===== src/rtl/bcd_display_loader_if.sv =====
// Handshake and display-result bundle between a binary value source and the BCD loader.
interface bcd_display_loader_if #(
    parameter int WIDTH = 14
);
    logic [WIDTH-1:0] bin_value;
    logic             bin_valid;
    logic             bin_ready;
    logic [3:0][3:0]  number;
    logic [3:0]       blank;
    logic             ovf;
    logic             done;

    modport master (
        output bin_value, bin_valid,
        input  bin_ready, number, blank, ovf, done
    );

    modport slave (
        input  bin_value, bin_valid,
        output bin_ready, number, blank, ovf, done
    );
endinterface


===== src/rtl/bcd_display_loader.sv =====
// Sequential double-dabble binary-to-BCD converter feeding the 4-digit display mux,
// with leading-zero blanking and dash substitution for values above 9999.
//
// state | meaning
// IDLE  | ready for a new value; last result held on the outputs
// SHIFT | one add-3/shift step per cycle, WIDTH steps total
// LOAD  | publish digits, blank mask and ovf; pulse done next cycle
module bcd_display_loader #(
    parameter int WIDTH         = 14,
    parameter bit BLANK_LEADING = 1'b1
) (
    input logic                 clk,
    input logic                 reset,
    bcd_display_loader_if.slave bus
);
    localparam int         CW        = $clog2(WIDTH + 1);
    localparam logic [3:0] BLANK_RST = BLANK_LEADING ? 4'b1110 : 4'b0000;

    typedef enum logic [1:0] {
        IDLE  = 2'd0,
        SHIFT = 2'd1,
        LOAD  = 2'd2
    } state_t;

    state_t           state;
    state_t           state_nxt;
    logic [WIDTH-1:0] bin_sr;
    logic [15:0]      bcd;
    logic [15:0]      bcd_adj;
    logic [CW-1:0]    bit_cnt;
    logic             ovf_pend;
    logic             ready_c;
    logic [3:0]       blank_calc;
    logic [3:0][3:0]  number_q;
    logic [3:0]       blank_q;
    logic             ovf_q;
    logic             done_q;

    always_ff @(posedge clk) begin
        if (reset) state <= IDLE;
        else       state <= state_nxt;
    end

    always_comb begin
        state_nxt = state;
        ready_c   = 1'b0;
        case (state)
            IDLE: begin
                ready_c = ~reset;
                if (bus.bin_valid) state_nxt = SHIFT;
            end
            SHIFT: begin
                if (bit_cnt == CW'(WIDTH - 1)) state_nxt = LOAD;
            end
            LOAD:    state_nxt = IDLE;
            default: state_nxt = IDLE;
        endcase
    end

    // Per-nibble correction; nibbles never carry into each other.
    always_comb begin
        bcd_adj = bcd;
        for (int i = 0; i < 4; i++) begin
            if (bcd[4*i +: 4] >= 4'd5) bcd_adj[4*i +: 4] = bcd[4*i +: 4] + 4'd3;
        end
    end

    always_comb begin
        blank_calc = 4'b0000;
        if (BLANK_LEADING) begin
            blank_calc[3] = (bcd[15:12] == 4'd0);
            blank_calc[2] = blank_calc[3] && (bcd[11:8] == 4'd0);
            blank_calc[1] = blank_calc[2] && (bcd[7:4] == 4'd0);
        end
    end

    always_ff @(posedge clk) begin
        if (reset) begin
            bin_sr   <= '0;
            bcd      <= '0;
            bit_cnt  <= '0;
            ovf_pend <= 1'b0;
            number_q <= '0;
            blank_q  <= BLANK_RST;
            ovf_q    <= 1'b0;
            done_q   <= 1'b0;
        end else begin
            done_q <= 1'b0;
            case (state)
                IDLE: begin
                    if (bus.bin_valid) begin
                        bin_sr   <= bus.bin_value;
                        bcd      <= '0;
                        bit_cnt  <= '0;
                        ovf_pend <= (32'(bus.bin_value) > 32'd9999);
                    end
                end
                SHIFT: begin
                    {bcd, bin_sr} <= {bcd_adj, bin_sr} << 1;
                    bit_cnt       <= bit_cnt + CW'(1);
                end
                LOAD: begin
                    done_q <= 1'b1;
                    if (ovf_pend) begin
                        number_q <= '1;
                        blank_q  <= 4'b0000;
                        ovf_q    <= 1'b1;
                    end else begin
                        number_q <= bcd;
                        blank_q  <= blank_calc;
                        ovf_q    <= 1'b0;
                    end
                end
                default: ;
            endcase
        end
    end

    assign bus.bin_ready = ready_c;
    assign bus.number    = number_q;
    assign bus.blank     = blank_q;
    assign bus.ovf       = ovf_q;
    assign bus.done      = done_q;
endmodule


===== src/flat_wrapper.sv =====
// flat-port wrapper written by rule: the top's interface ports become plain ports
module bcd_display_loader_flat 
#(
    parameter int WIDTH         = 14,
    parameter bit BLANK_LEADING = 1'b1
)
  (clk, reset, bus_bin_value, bus_bin_valid, bus_bin_ready, bus_number, bus_blank, bus_ovf, bus_done);
  bcd_display_loader_if #(.WIDTH(WIDTH)) bus_i ();
  input logic clk;
  input logic reset;
  input wire logic [$bits(bus_i.bin_value)-1:0] bus_bin_value;
  input wire logic [$bits(bus_i.bin_valid)-1:0] bus_bin_valid;
  output wire logic [$bits(bus_i.bin_ready)-1:0] bus_bin_ready;
  output wire logic [$bits(bus_i.number)-1:0] bus_number;
  output wire logic [$bits(bus_i.blank)-1:0] bus_blank;
  output wire logic [$bits(bus_i.ovf)-1:0] bus_ovf;
  output wire logic [$bits(bus_i.done)-1:0] bus_done;
  assign bus_i.bin_value = bus_bin_value;
  assign bus_i.bin_valid = bus_bin_valid;
  assign bus_bin_ready = bus_i.bin_ready;
  assign bus_number = bus_i.number;
  assign bus_blank = bus_i.blank;
  assign bus_ovf = bus_i.ovf;
  assign bus_done = bus_i.done;
  bcd_display_loader #(.WIDTH(WIDTH), .BLANK_LEADING(BLANK_LEADING)) u_core (.clk(clk), .reset(reset), .bus(bus_i));
endmodule

===== config.mk =====
export PLATFORM = sky130hd
export DESIGN_NAME = bcd_display_loader_flat
export DESIGN_NICKNAME = d
export VERILOG_FILES = /design/src/rtl/bcd_display_loader_if.sv /design/src/rtl/bcd_display_loader.sv /design/src/flat_wrapper.sv
export SDC_FILE = /design/constraint.sdc
export NUM_CORES = 1
export LEC_CHECK = 0
export ABC_CLOCK_PERIOD_IN_PS = 2730
export CORE_ASPECT_RATIO = 1.75
export CORE_MARGIN = 2
export CORE_UTILIZATION = 55
export DETAILED_ROUTE_END_ITERATION = 8
export GPL_TIMING_DRIVEN = 0
export PLACE_DENSITY = 0.81
export SYNTH_ARGS = -nofsm -noshare
export SYNTH_HDL_FRONTEND = slang
export SYNTH_SLANG_ARGS = --single-unit

===== constraint.sdc =====
create_clock -name clk -period 2.73 [get_ports clk]
set_input_delay 0.4095 -clock clk [delete_from_list [all_inputs] [get_ports clk]]
set_output_delay 0.4095 -clock clk [all_outputs]
set_load 0.01 [all_outputs]

==> metrics.cfg, run 1 <==
[outcome]
outcome = complete, no violations

[timing]
hold_viol = 0
finalWorstSetupSlack_ps = 606
rsz0062_at_grt = false
maxSlewHeadroom_pct = 64.5
tightest_slew_ps = 532
finalCritPeriodShare_pct = 77.8
finalSetupTns_ps = 0
min_period_ps = 2120
finClkSkew_ps = 6.64
fmax_ghz = 0.471
maxSlewViolCount = 0
setup_viol = 0

[detailed_routing]
finalWirelength_um = 5790
wl_per_cell_um = 14.1
dr.pass1.iters = 4
first_iter_violations = 62
postRouteAntennaNets = 0
viasPerCell = 5.70
via_count = 2338
drcViolationCount = 0

[floorplanning]
die_w_um = 56.0
initial_core_util_pct = 56.2
dieArea_sq_um = 5310
design.core.area_sq_um = 4620
io_pins = 40
die_h_um = 94.9
core.rowCount = 33

[clock_tree]
cts-buffers-inserted = 9
cts_sinks = 58
htree_levels = 3
ctsHoldBuffers = 0
clkTransAtPathRegs_ps = 60
cts_tree = done
insertion_delay_ps = 340
cts_buffer_depth = 2
cts_resized = 0
postCtsSetupBuffers = 0
cts_root_buf = clkbuf_8

[logic_synthesis]
synthArstFlopShare_pct = 0
synthTopCellsByArea = dfxtp_1, nor3_1, nor2_1
synth-edff-count = 0
yosysMostFrequentCell = dfxtp_1
syn_avg_cell_area_sq_um = 8.54
yosys.area.top_type = dfxtp_1
synth_top_cell_area_share_pct = 44.7
syn_area_sq_um = 2600
synth_fp_nets = 334
ys.flop_type = dfxtp_1
yosys_register_bits = 58
seq_area_frac_synth_pct = 44.7
netlist_instances = 304
ys_types = 42
synth_common_cells = dfxtp_1, nor2_1, nor3_1
yosysWarnings = 0

[power]
ir_drop_mv = 0.429
powerDensity_nw_per_um2 = 567
p_leak_nw = 1.25

[global_route]
grt_max_degree = 11
antenna_found_initial = 0
grt_pass1_vias = 2194
grt_pass1_wl_um = 9840
track_usage_pct = 23.8
grt_overflow = 0

[critical_path]
crit_path_max_incr_delay_ps = 580
arrival_ps = 1710
worst-path-max-fanout = 5
path_cells = clkdlybuf4s50_1 -> nor3_1 -> clkdlybuf4s50_1
crit_required_ps = 2320
slowest_stage = clkdlybuf4s50_1
path_common_cell = clkdlybuf4s50_1
worstSetupPathType = in -> out
cp_num_buf_inv = 2
r2r_slack_ps = 1100
cp-start-kind = primary input
end_kind = primary output
crit_family = buffers and inverters

[cells_and_area]
nets = 383
synthToLayoutAreaGrowth_pct = 24.8
antenna_cells = 0
layout-drive-gt1-share_pct = 8.94
fin_cells = 410

[place]
place_congestion = 0.818
placed_cells = 394
place_ws_ps = 621
portBuffers = 38
dp_hpwl_um = 4180

[min_path]
min_path_type = reg -> reg

[flow_run]
maxCapViolations = 0

## cell families (layout without fill, tap and decap cells)
kind of cell,Yosys count,after routing,share of synthesized area (%)
adder cells (fa/ha/maj),13,13,6.26
multiplexers,5,5,1.97
AND/OR/NAND/NOR,136,136,26.0
buffers and inverters,30,84,5.64
XOR/XNOR,5,5,1.69
AO/OA/AOI/OAI,56,56,13.6
other,1,1,0.144
flip-flops,58,58,44.7
## registers in the layout, indices dropped and copies added, names as in the netlist, 2 cells and up
register / count
u_core.state: 2
u_core.bus.blank: 3
u_core.bus.number: 16
u_core.bcd: 16
u_core.bit_cnt: 4
u_core.bin_sr: 14
## layer usage
| metal | track usage (%) | wire, um |
|---|---|---|
| met1 | 24.9 | 2310 |
| met2 | 44.6 | 3130 |
| met3 | 4.11 | 208 |
| met4 | 12.7 | 144 |
| met5 | 0 | 0 |
## cell type report
| class | instances | area (sq um) |
|---|---|---|
| Fill cell | 382 | 1380 |
| Multi-Input combinational cell | 216 | 1290 |
| Sequential cell | 58 | 1160 |
| Timing Repair Buffer | 38 | 380 |
| Clock buffer | 14 | 163 |
| Buffer | 21 | 113 |
| Tap cell | 52 | 65.1 |
| Clock inverter | 2 | 35.0 |
| Inverter | 9 | 33.8 |
## path summary, 6_finish.rpt
| check | from | endpoint | cells after the start |
|---|---|---|---|
| hold reg to reg | u_core.bus.ovf$_SDFFE_PP0P_ | u_core.bus.ovf$_SDFFE_PP0P_ | 2 |
| setup reg to reg | u_core.bcd[5]$_SDFFE_PP0P_ | u_core.bcd[6]$_SDFFE_PP0P_ | 6 |
| setup / recovery | reset | bus_bin_ready | 3 |
| hold / removal | u_core.bus.ovf$_SDFFE_PP0P_ | u_core.bus.ovf$_SDFFE_PP0P_ | 2 |
## where the power goes
group	total (W)	leakage (nW)	internal (W)	switching, W
Clock	0.000799	0.101	0.000471	0.000328
Sequential	0.000881	0.471	0.000868	0.0000131
Combinational	0.000156	0.675	0.0000643	0.0000916
Total	0.00184	1.25	0.00140	0.000433
## cells in the final DEF (no fill, tap or decap), drive strengths merged, types with 2 or more instances in the layout
cell / instances
nand2b: 7
dfxtp: 58
xnor2: 4
nand3b: 2
ha: 13
clkdlybuf4s50: 38
a22oi: 7
o21ai: 8
nor2b: 2
nor2: 50
a21oi: 24
mux2i: 4
nor4: 7
buf: 12
nor3: 36
nand3: 9
nand2: 15
a211oi: 2
clkbuf: 23
a22o: 10
inv: 9
## per-stage QoR
step | utilization (%) | total power (W) | cell area, sq um | hold WS (ps)
finish | 70.1 | 0.00184 | 3240 | 461
global route | 70.1 | 0.00189 | 3240 | 483
CTS | 70.1 | 0.00184 | 3240 | 460
detailed placement | 65.8 | 0.00106 | 3040 | 451
global placement | 65.8 | 0.00105 | 3040 | 444
floorplan | - | 0.000993 | 2600 | 432
## worst register-to-register path: stages, from the launching register on
cell and delay [ps]:
dfxtp_1 410, inv_1 120, ha_1 190, nand2b_1 140, a21oi_1 310, mux2i_1 260
a22o_1 140
No activity file was read; power rests on OpenSTA's default activity.
==> inputs of run 2 (changes only) <==
--- a/config.mk
+++ b/config.mk
@@ -5,13 +5,13 @@
 export SDC_FILE = /design/constraint.sdc
 export NUM_CORES = 1
 export LEC_CHECK = 0
-export ABC_CLOCK_PERIOD_IN_PS = 2730
+export ABC_CLOCK_PERIOD_IN_PS = 1800
 export CORE_ASPECT_RATIO = 1.75
 export CORE_MARGIN = 2
-export CORE_UTILIZATION = 55
+export CORE_UTILIZATION = 48
 export DETAILED_ROUTE_END_ITERATION = 8
 export GPL_TIMING_DRIVEN = 0
-export PLACE_DENSITY = 0.81
+export PLACE_DENSITY = 0.75
 export SYNTH_ARGS = -nofsm -noshare
 export SYNTH_HDL_FRONTEND = slang
 export SYNTH_SLANG_ARGS = --single-unit
==> constraint.sdc (replaced) <==
create_clock -name clk -period 1.8 [get_ports clk]
set_input_delay 0.27 -clock clk [delete_from_list [all_inputs] [get_ports clk]]
set_output_delay 0.27 -clock clk [all_outputs]
set_load 0.01 [all_outputs]
==> metrics.cfg, run 2 (synthesis gave the netlist of run 1 again) <==
[outcome]
outcome = complete, no violations

[cells_and_area]
final_cell_mix = dfxtp_1, nor2_1, clkdlybuf4s50_1, nor3_1, a21oi_1
final_common_cell = dfxtp_1
layout-drive-gt1-share_pct = 9.50
fillers = 497
synthToLayoutAreaGrowth_pct = 24.5
antenna_cells = 0
nets = 383
utilization_pct = 61.5

[floorplanning]
initial_core_util_pct = 49.4
dieArea_sq_um = 6040
die_h_um = 101
io_pins = 40
core.rowCount = 35
design.core.area_sq_um = 5260
die_w_um = 59.6

[detailed_routing]
wl_per_cell_um = 14.0
via_count = 2307
postRouteAntennaNets = 0
first_iter_violations = 46
viasPerCell = 5.59
finalWirelength_um = 5780
dr.pass1.iters = 4
drcViolationCount = 0

[place]
portBuffers = 38
dp_hpwl_um = 4240
place_congestion = 0.815

[global_route]
grt_overflow = 0
grt_max_degree = 11
track_usage_pct = 21.6
antenna_found_initial = 0
grt_pass1_wl_um = 9770
grt_pass1_vias = 2214

[critical_path]
slowest_stage = clkdlybuf4s50_1
end_kind = register
crit_path_max_incr_delay_ps = 590
worst-path-max-fanout = 10
path_cells = clkdlybuf4s50_1 -> clkbuf_1 -> buf_1 -> nor3_1
worstSetupPathType = in -> reg
arrival_ps = 1810
crit_required_ps = 2000
cp-start-kind = primary input

[power]
p_leak_nw = 1.25
power_w = 0.00266
ir_drop_mv = 0.511
powerDensity_nw_per_um2 = 824

[clock_tree]
cts_root_buf = clkbuf_8
clkTransAtPathRegs_ps = 60
htree_levels = 3
cts-buffers-inserted = 9
cts_tree = done
insertion_delay_ps = 340
cts_buffer_depth = 2
cts_sinks = 58

[timing]
min_period_ps = 1610
finalSetupTns_ps = 0
maxSlewViolCount = 0
maxSlewHeadroom_pct = 64.2
hold_viol = 0
setup_viol = 0
fmax_ghz = 0.621
finalCritPeriodShare_pct = 89.4
rsz0062_at_grt = false
tightest_slew_ps = 538
hold_ws_ps = 455
finClkSkew_ps = 5.37

[flow_run]
maxCapViolations = 0

[min_path]
min_path_type = reg -> reg

## run 2: cell count changes in the layout (fill, tap and decap cells not counted)
| cell | delta |
|---|---|
| dlygate4sd2_1 | +1 |
| clkdlybuf4s50_1 | -1 |
| bufinv_16 | -1 |
| clkinv_2 | +1 |
| clkbuf_8 | +1 |
| clkbuf_1 | -1 |
| nor3_2 | +1 |
| nor3_1 | -1 |
## run 2: layout make-up
type,count,area [sq um],share of cell area (%)
inverter,9,33.8,1.04
timing repair buffer,38,379,11.7
clock buffer,14,173,5.34
buffer,21,113,3.48
multi-input combinational,216,1290,40.1
clock inverter,2,10.0,0.310
tap,55,68.8,2.13
sequential,58,1160,35.9
## run 2: path summary, 6_finish.rpt
path,from,endpoint,slack (ps),cells past startpoint
worst max register to register,u_core.state[0]$_SDFFE_PP0P_,u_core.bcd[13]$_SDFFE_PP0P_,240,5
worst min register to register,u_core.bus.ovf$_SDFFE_PP0P_,u_core.bus.ovf$_SDFFE_PP0P_,460,2
worst max-delay path,reset,u_core.bus.number[3]$_SDFFE_PP0P_,190,4
worst min-delay path,u_core.bus.ovf$_SDFFE_PP0P_,u_core.bus.ovf$_SDFFE_PP0P_,460,2
## run 2: routing by layer
metal	GRT usage, %	wire, um	share of wire [%]
met2	37.8	3090	53
met1	23.0	2320	40
met3	4.09	174	3.0
met5	0	0	0
met4	13.3	197	3.4
## run 2: through the flow
stage,cells,setup slack (ps),cell area (sq um)
detailed placement,397,-177,3050
floorplan,304,398,2600
global route,413,32.7,3230
global placement,397,-144,3050
finish,413,191,3230
CTS,413,155,3230
## run 2: critical path: cells and delay by family
family / cells / cell delay (ps)
buffers and inverters: 3 / 1430
AND/OR/NAND/NOR: 1 / 120
## run 2: power by group
part / internal (W) / switching, W / leakage (nW)
sequential: 0.00132 / 0.0000196 / 0.471
clock: 0.000608 / 0.000484 / 0.0965
combinational: 0.0000962 / 0.000138 / 0.680
total: 0.00202 / 0.000642 / 1.25
## run 2: timing repair
| item | CTS | global route |
|---|---|---|
| setup buffers | 0 | 0 |
| setup endpoints to repair | 1 | 0 |
| resized for setup | 2 | 0 |
| hold buffers | 0 | 0 |
==> inputs of run 3 (changes only) <==
--- a/config.mk
+++ b/config.mk
@@ -6,7 +6,6 @@
 export NUM_CORES = 1
 export LEC_CHECK = 0
 export ABC_CLOCK_PERIOD_IN_PS = 1800
-export CORE_ASPECT_RATIO = 1.75
 export CORE_MARGIN = 2
 export CORE_UTILIZATION = 48
 export DETAILED_ROUTE_END_ITERATION = 8
==> metrics.cfg, run 3 (synthesis gave the netlist of run 1 again) <==
[timing]
maxSlewViolCount = 0
hold_ws_ps = 457
fmax_ghz = 0.614
tightest_slew_ps = 527
min_period_ps = 1630
hold_viol = 0
maxSlewHeadroom_pct = 64.9
finClkSkew_ps = 5.91
rsz0062_at_grt = false
setup_viol = 0
finalCritPeriodShare_pct = 90.5

[cells_and_area]
seqCellArea_sq_um = 1160
synthToLayoutAreaGrowth_pct = 25.2
fillers = 464
post-route-cell-area_sq_um = 3250
fin_cells = 428
multi_input_area_sq_um = 1290
layout-drive-gt1-share_pct = 9.50
final_common_cell = dfxtp_1
utilization_pct = 62.9
nets = 383
antenna_cells = 0
final_cell_mix = dfxtp_1, nor2_1, clkdlybuf4s50_1, nor3_1, a21oi_1

[global_route]
grt_pass1_vias = 2143
grt_pass1_wl_um = 9630
track_usage_pct = 20.5
grt_max_degree = 11
grt_overflow = 0
antenna_found_initial = 0

[place]
place_area_sq_um = 3070
place_congestion = 0.789
placed_cells = 412
dp_hpwl_um = 3960
portBuffers = 38

[min_path]
min_path_type = reg -> reg
hold_end = u_core.bcd[0]$_SDFFE_PP0P_
min_from = u_core.bin_sr[13]$_SDFFE_PP0P_
hold_depth = 2

[floorplanning]
core.rowCount = 26
io_pins = 40
initial_core_util_pct = 50.2
die_h_um = 77.6
dieArea_sq_um = 6020
design.core.area_sq_um = 5170
die_w_um = 77.6

[critical_path]
crit_path_max_incr_delay_ps = 590
reg2reg_depth = 6
timing.rr.end = u_core.bcd[2]$_SDFFE_PP0P_
cp-start-kind = primary input
arrival_ps = 1820
end_kind = register
r2r_slack_ps = 270
r2r-start = u_core.bcd[1]$_SDFFE_PP0P_
cp_num_buf_inv = 3
worstSetupPathType = in -> reg
path_cells = clkdlybuf4s50_1 -> clkbuf_1 -> buf_1 -> nor3_1
worst-path-max-fanout = 10
slowest_stage = clkdlybuf4s50_1
crit_required_ps = 2000
crit_family = buffers and inverters

[detailed_routing]
wl_per_cell_um = 13.0
via_count = 2251
dr.pass1.iters = 6
first_iter_violations = 96
finalWirelength_um = 5560
postRouteAntennaNets = 0
viasPerCell = 5.26
drcViolationCount = 0

[power]
sw_frac_of_total_pct = 23.9
seqPwrFrac_pct = 50.2
switchingPower_w = 0.000636
clockPowerShare_pct = 41.1
internal_power_w = 0.00202
comb_power_share_pct = 8.7
powerDensity_nw_per_um2 = 817
ir_drop_mv = 0.525
power_w = 0.00266
p_leak_nw = 1.25

[clock_tree]
cts_tree = done
cts_root_buf = clkbuf_8
htree_levels = 3
cts_buffer_depth = 2
postCtsSetupBuffers = 0
insertion_delay_ps = 330
cts-buffers-inserted = 9
clkTransAtPathRegs_ps = 60
cts_resized = 2
cts_sinks = 58
ctsHoldBuffers = 0

[outcome]
outcome = complete, no violations

[flow_run]
maxCapViolations = 0

## run 3: worst max-delay path by stage
stage                                          start                                 end  cells past startpoint
final                                          reset   u_core.bus.number[9]$_SDFFE_PP0P_                      4
after detailed placement                       reset   u_core.bus.number[9]$_SDFFE_PP0P_                      4
after floorplan           u_core.bcd[5]$_SDFFE_PP0P_          u_core.bcd[6]$_SDFFE_PP0P_                      6
after CTS                                      reset   u_core.bus.number[9]$_SDFFE_PP0P_                      4
after global routing                           reset  u_core.bus.number[10]$_SDFFE_PP0P_                      4
after global placement                 bus_bin_valid         u_core.bcd[12]$_SDFFE_PP0P_                      6
## run 3: cell type report
class,count,share of cell area [%]
Inverter,9,1.04
Timing Repair Buffer,38,11.7
Tap cell,70,2.69
Multi-Input combinational cell,216,39.8
Clock inverter,2,0.308
Buffer,21,3.46
Clock buffer,14,5.31
Sequential cell,58,35.7
## run 3: worst min-delay path: stages, from the launching register on
cell	delay, ps
dfxtp_1	310
nand2_1	50
a21oi_1	50
## run 3: power groups by stage
stage	combinational, W	sequential (W)	clock [W]
floorplan	0.000146	0.00136	0
finish	0.000230	0.00134	0.00109
global route	0.000258	0.00134	0.00118
global placement	0.000232	0.00136	0
detailed placement	0.000234	0.00136	0
CTS	0.000234	0.00134	0.00112
## run 3: per-stage QoR
stage / setup TNS (ps) / worst slack (ps)
5_1_grt: 0 / 5.12
2_1_floorplan: 0 / 398
3_5_place_dp: -4780 / -178
6_report: 0 / 172
3_3_place_gp: -4450 / -163
4_1_cts: 0 / 172
## run 3: per-layer routing
layer  part of all wire [%]  vias to the layer above  track usage [%]
li1                       -                     1153                -
met1                     46                     1035             24.9
met2                     48                       56             33.4
met3                    4.4                        7             3.84
met4                    1.5                        0             12.9
met5                      0                        -                0
